### config.mk
export PLATFORM = sky130hd
export DESIGN_NAME = lb_uart_tx
export DESIGN_NICKNAME = d
export VERILOG_FILES = /design/src/rtl/lb_uart_tx.sv
export SDC_FILE = /design/constraint.sdc
export NUM_CORES = 1
export LEC_CHECK = 0
export BUFFER_PORTS_ARGS = -buffer_cell sky130_fd_sc_hd__buf_4
export CAP_MARGIN = 15
export CORE_MARGIN = 5
export CORE_UTILIZATION = 62
export DETAILED_ROUTE_END_ITERATION = 6
export GPL_TIMING_DRIVEN = 1
export PLACE_DENSITY = 0.86
export RECOVER_POWER = 50
export SLEW_MARGIN = 30
export SYNTH_ARGS = -nofsm -noshare
export SYNTH_HDL_FRONTEND = slang
export SYNTH_SLANG_ARGS = --single-unit
export TNS_END_PERCENT = 30
### constraint.sdc
create_clock -name clk -period 5.9 [get_ports clk]
set_clock_uncertainty 0.15 [all_clocks]
set_input_delay 1.77 -clock clk [delete_from_list [all_inputs] [get_ports clk]]
set_output_delay 1.77 -clock clk [all_outputs]
set_load 0.05 [all_outputs]
### src/rtl/lb_uart_tx.sv
// 8N1 UART transmitter with a runtime prescaler and a fixed 16-tick bit time.
// Outputs are registered; a request is accepted only in IDLE while cs is high.
module lb_uart_tx #(
    parameter int PRESCALE_W    = 20,
    parameter int TICKS_PER_BIT = 16
) (
    input  logic                  clk,
    input  logic                  reset,
    input  logic                  cs,
    input  logic [PRESCALE_W-1:0] prescale,
    input  logic                  start,
    input  logic [7:0]            data_in,
    output logic                  tx,
    output logic                  busy,
    output logic                  done
);

    localparam int TICK_W = $clog2(TICKS_PER_BIT);
    localparam logic [TICK_W-1:0] LAST_TICK = TICK_W'(TICKS_PER_BIT - 1);

    typedef enum logic [1:0] {
        IDLE,
        START,
        DATA,
        STOP
    } state_t;

    state_t                state, state_n;
    logic [PRESCALE_W-1:0] pcnt, pcnt_n;
    logic [PRESCALE_W-1:0] p_q, p_n;
    logic [TICK_W-1:0]     tcnt, tcnt_n;
    logic [2:0]            bidx, bidx_n;
    logic [7:0]            shreg, shreg_n;
    logic                  tx_q, tx_n;
    logic                  busy_q, busy_n;
    logic                  done_q, done_n;
    logic                  tick;
    logic                  bit_end;

    // Equality compare against the latched period, so P = all ones never overflows.
    assign tick    = (pcnt == p_q);
    assign bit_end = tick && (tcnt == LAST_TICK);

    // NOTE: every variable gets a default before the case statement, so no path
    // leaves one unassigned and no latch is inferred.
    always_comb begin
        state_n = state;
        pcnt_n  = pcnt;
        p_n     = p_q;
        tcnt_n  = tcnt;
        bidx_n  = bidx;
        shreg_n = shreg;
        tx_n    = tx_q;
        busy_n  = busy_q;
        done_n  = 1'b0;

        if (state != IDLE) begin
            pcnt_n = tick ? '0 : pcnt + PRESCALE_W'(1);
            if (tick) begin
                tcnt_n = tcnt + TICK_W'(1);
            end
        end

        case (state)
            IDLE: begin
                tx_n   = 1'b1;
                busy_n = 1'b0;
                if (start && cs) begin
                    shreg_n = data_in;
                    p_n     = prescale;
                    pcnt_n  = '0;
                    tcnt_n  = '0;
                    bidx_n  = '0;
                    tx_n    = 1'b0;
                    busy_n  = 1'b1;
                    state_n = START;
                end
            end
            START: begin
                if (bit_end) begin
                    bidx_n  = '0;
                    tx_n    = shreg[0];
                    state_n = DATA;
                end
            end
            DATA: begin
                if (bit_end) begin
                    if (bidx == 3'd7) begin
                        tx_n    = 1'b1;
                        state_n = STOP;
                    end else begin
                        bidx_n = bidx + 3'd1;
                        tx_n   = shreg[bidx + 3'd1];
                    end
                end
            end
            STOP: begin
                // Leaving STOP lands in IDLE with done high for exactly this cycle.
                if (bit_end) begin
                    tx_n    = 1'b1;
                    busy_n  = 1'b0;
                    done_n  = 1'b1;
                    state_n = IDLE;
                end
            end
            default: begin
                state_n = IDLE;
            end
        endcase
    end

    // NOTE: sequential state uses non-blocking assignments so every register
    // samples the pre-edge values computed above.
    always_ff @(posedge clk) begin
        if (reset) begin
            state  <= IDLE;
            pcnt   <= '0;
            p_q    <= '0;
            tcnt   <= '0;
            bidx   <= '0;
            shreg  <= '0;
            tx_q   <= 1'b1;
            busy_q <= 1'b0;
            done_q <= 1'b0;
        end else begin
            state  <= state_n;
            pcnt   <= pcnt_n;
            p_q    <= p_n;
            tcnt   <= tcnt_n;
            bidx   <= bidx_n;
            shreg  <= shreg_n;
            tx_q   <= tx_n;
            busy_q <= busy_n;
            done_q <= done_n;
        end
    end

    assign tx   = tx_q;
    assign busy = busy_q;
    assign done = done_q;

endmodule

==> qor.csv <==
stage,metric,value,unit
outcome,run_status,"finished, violations left",
outcome,violations_in_the_final_reports,"max-capacitance violations, max-slew violations",
synth,synthMuxAreaShare,3.66,%
layout,mostFrequentLayoutCells,"sky130_fd_sc_hd__nand2_1, sky130_fd_sc_hd__dfxtp_1, sky130_fd_sc_hd__buf_4",
worst_setup_path,crit_path_start_kind,input pin,
worst_setup_path,path_cells,clkbuf_1 -> nor2_1 -> o31ai_4 -> nor2_1,
synth,synth_cell_type_count,49,
worst_setup_path,timing.critical_path.to_type,flop,
worst_setup_path,path_type_of_the_worst_setup_path,input pin to flop,
synth,combinational_family_with_the_most_area_after_synthesis,simple AND/OR/NAND/NOR gates,
global_route,global_route.overflow_total,0,
clocking,postCtsHoldBufs,0,
layout,final_cells,424,
clocking,post_cts_resized,0,
global_route,grt_first_pass_wirelength,10600,µm
route,drtAntennaViolNets,0,
clocking,tritoncts,done,
run,max_cap_violations,1,
synth,post_synth_xor_area_fraction,11.5,%
worst_setup_path,r2r-start,state[1]$_SDFFE_PP0P_,
route,initialDrtViolationCount,119,
route,routedWlPerCell,14.9,µm
synth,synthesis_warnings,0,
layout,final_common_cell,sky130_fd_sc_hd__nand2_1,
power,max-vdd-ir-drop,238,µV
synth,post_synthesis_net_count,376,
clocking,clock-root-buffer,sky130_fd_sc_hd__clkbuf_8,
global_route,use_met3,4.13,%
power,switching_power,0.433,mW
route,tritonroute_pass_1_iters,4,
worst_setup_path,cpMostUsedCell,sky130_fd_sc_hd__nor2_1,
power,power.static_leakage,1.40,nW
global_route,met2_usage,37.0,%
synth,postSynthCellCount,336,
worst_setup_path,r2r-end,bidx[0]$_SDFFE_PP0P_,
sta,postLayoutSetupSlackWorst,2170,ps
floorplanning,fp.dieW,78.4,µm
place,port-buffer-count,34,
clocking,post_cts.repair.setup_buffers,0,
clocking,cts_made_buffers,9,
layout,drive_gt1_share,17.3,%
power,sequential_fraction_of_design_power,38.6,%
place,place.gp.congestion,0.856,
power,power.share.clock,30.0,%
sta,tightestPinTransition,1770,ps
synth,avgSynthCellArea,8.64,µm²
worst_hold_path,capture_endpoint_of_the_worst_hold_path,shreg[2]$_SDFFE_PP0P_,
floorplanning,die_y,78.4,µm
sta,finish_stage_setup_viols,0,
worst_setup_path,cp_slowest_stage_delay,1250,ps
power,share_comb_of_total_power,31.4,%
worst_hold_path,type_of_the_most_critical_hold_path,flop to flop,
power,p_per_area,368,mW/mm²
route,wirelength,6300,µm
sta,max-slew-margin-rel,-18.1,%
worst_setup_path,worst-path-max-fanout,45,
floorplanning,floorplan.rows,25,
clocking,clock-sinks,60,
synth,ys_seq_area_share,41.4,%
place,setup_slack_at_placement,2270,ps
sta,grt_setup_unrepaired,no,
worst_setup_path,reg2reg_setup_slack,3410,ps
sta,min_period_over_period,63.3,%
floorplanning,num_io_pins,35,
synth,post_synth_fa_ha_maj_area_fraction,3.45,%
power,netSwitchingFraction,35.0,%
layout,syn_to_final_growth,15.7,%
floorplanning,core-area,0.00463,mm²
synth,synth-simple-area-share,26.4,%
worst_setup_path,logic_depth_of_the_worst_register_to_register_path,7,
global_route,grt_pass1_vias,2393,
place,dp_hpwl,4330,µm
sta,maxSlewViolCount,46,
clocking,htreeDepth,3,
route,detail_route.drc_violations,0,
clocking,worst_setup_hold_path_clk_slew,70,ps
synth,synth_compound_area_share,10.8,%
global_route,gr-usage-all-layers,22.0,%
floorplanning,design.die.area,0.00615,mm²
clocking,cts.path.max_buffers,2,
sta,fmaxAchievable,268,MHz
layout,final_net_count,405,
global_route,antenna_found_initial,0,
worst_hold_path,min_delay_path_depth,2,
worst_setup_path,critical_path.slowest_cell,sky130_fd_sc_hd__clkbuf_1,
global_route,grt_max_degree,46,
sta,totalNegativeSetupSlack,0,ps
global_route,most_heavily_used_metal_layer_in_global_routing,met2,
worst_setup_path,timing.critical_path.required,5940,ps
layout,num_antenna_cells,0,
power,p_int,0.804,mW
route,avgViaCountPerCell,5.68,
place,dp_cells,408,
sta,finalHoldViolCount,0,
worst_hold_path,worstHoldStart,shreg[2]$_SDFFE_PP0P_,
worst_setup_path,critical_path_arrival,3780,ps
route,num_vias,2408,
global_route,global_route.usage.met1,26.2,%
synth,syn_area,0.00290,mm²
floorplanning,start_util,62.7,%
sta,final.min_clock_period,3730,ps
clocking,insertion_delay,330,ps
synth,synth_register_bits,60,
[synthesized netlist by cell type (all sizes together)]
library cell / n / area share [%]
nor3b: 1 / 0.26
buf: 5 / 0.99
o21bai: 1 / 0.26
o21a: 2 / 0.52
nor2: 28 / 3.6
nand3b: 3 / 0.90
mux2i: 5 / 1.7
xnor2: 8 / 2.4
o21ai: 4 / 0.69
mux4: 2 / 1.6
nand3: 13 / 2.4
xor2: 30 / 9.0
and3b: 1 / 0.30
a21boi: 1 / 0.26
and3: 6 / 1.3
nand2: 66 / 8.5
and4b: 1 / 0.34
nand4: 3 / 0.65
a2111oi: 1 / 0.30
or4: 2 / 0.52
or3: 3 / 0.69
inv: 4 / 0.52
o211a: 1 / 0.34
clkbuf: 11 / 1.4
nor3: 3 / 0.52
a211oi: 2 / 0.52
a21oi: 31 / 5.3
nor4: 6 / 2.8
ha: 8 / 3.4
a31oi: 1 / 0.22
nor2b: 3 / 0.65
nand2b: 9 / 1.9
and4: 2 / 0.65
o31ai: 6 / 2.0
a311oi: 1 / 0.30
mux2: 1 / 0.39
nand4b: 1 / 0.30
dfxtp: 60 / 41
[state kept, by name, indices dropped and copies added, names as in the netlist]
register / count
state: 2
p_q: 20
done: 1
busy: 1
bidx: 3
shreg: 8
pcnt: 20
tcnt: 4
tx: 1
[area by class of cell]
cell class | instances | area (µm²)
clock buffers | 11 | 151
clock inverters | 5 | 50.0
fillers | 353 | 1270
inverters | 4 | 15.0
multi-input cells | 256 | 1620
flip-flops and latches | 60 | 1200
well taps | 54 | 67.6
repair buffers | 34 | 251
[stage by stage]
step / total power, mW / hold slack [ps] / util, % / instance area (µm²)
2_1_floorplan: 0.776 / 283 / - / 2900
3_3_place_gp: 0.847 / 291 / 68.2 / 3160
3_5_place_dp: 0.864 / 308 / 68.3 / 3160
4_1_cts: 1.24 / 318 / 72.6 / 3360
5_1_grt: 1.30 / 328 / 72.6 / 3360
6_report: 1.24 / 316 / 72.6 / 3360
[worst max-delay path by stage]
stage | start | end | slack (ps) | cells past startpoint
2_1_floorplan | start | bidx[0]$_SDFFE_PP0P_ | 2810 | 5
3_3_place_gp | start | pcnt[5]$_SDFF_PP0_ | 2350 | 5
3_5_place_dp | start | pcnt[11]$_SDFF_PP0_ | 2270 | 5
4_1_cts | start | pcnt[19]$_SDFF_PP0_ | 2580 | 5
5_1_grt | reset | pcnt[19]$_SDFF_PP0_ | 1930 | 4
6_report | reset | pcnt[19]$_SDFF_PP0_ | 2170 | 4
[logic make-up after synthesis]
logic type | after synthesis
AND/OR/NAND/NOR | 151
flip-flops | 60
AO/OA/AOI/OAI | 51
XOR/XNOR | 38
buffers and inverters | 20
multiplexers | 8
adder cells (fa/ha/maj) | 8
[metal layers]
| metal | vias to the layer above | wire, µm |
|---|---|---|
| met3 | 14 | 362 |
| met2 | 73 | 3020 |
| met5 | - | 0 |
| met4 | 0 | 144 |
| met1 | 1121 | 2770 |
| li1 | 1200 | - |
[critical path: cells and delay by family]
| family | cells | cell delay (ps) |
|---|---|---|
| AO/OA/AOI/OAI | 1 | 310 |
| AND/OR/NAND/NOR | 2 | 440 |
| buffers and inverters | 1 | 1250 |
[power by group through the flow]
stage / sequential [mW] / clock, mW / combinational, mW
after global routing: 0.481 / 0.394 / 0.420
after floorplan: 0.492 / 0 / 0.285
after global placement: 0.483 / 0 / 0.364
final: 0.478 / 0.371 / 0.388
after CTS: 0.477 / 0.377 / 0.384
after detailed placement: 0.485 / 0 / 0.379
(Power assumes the default switching activity.)
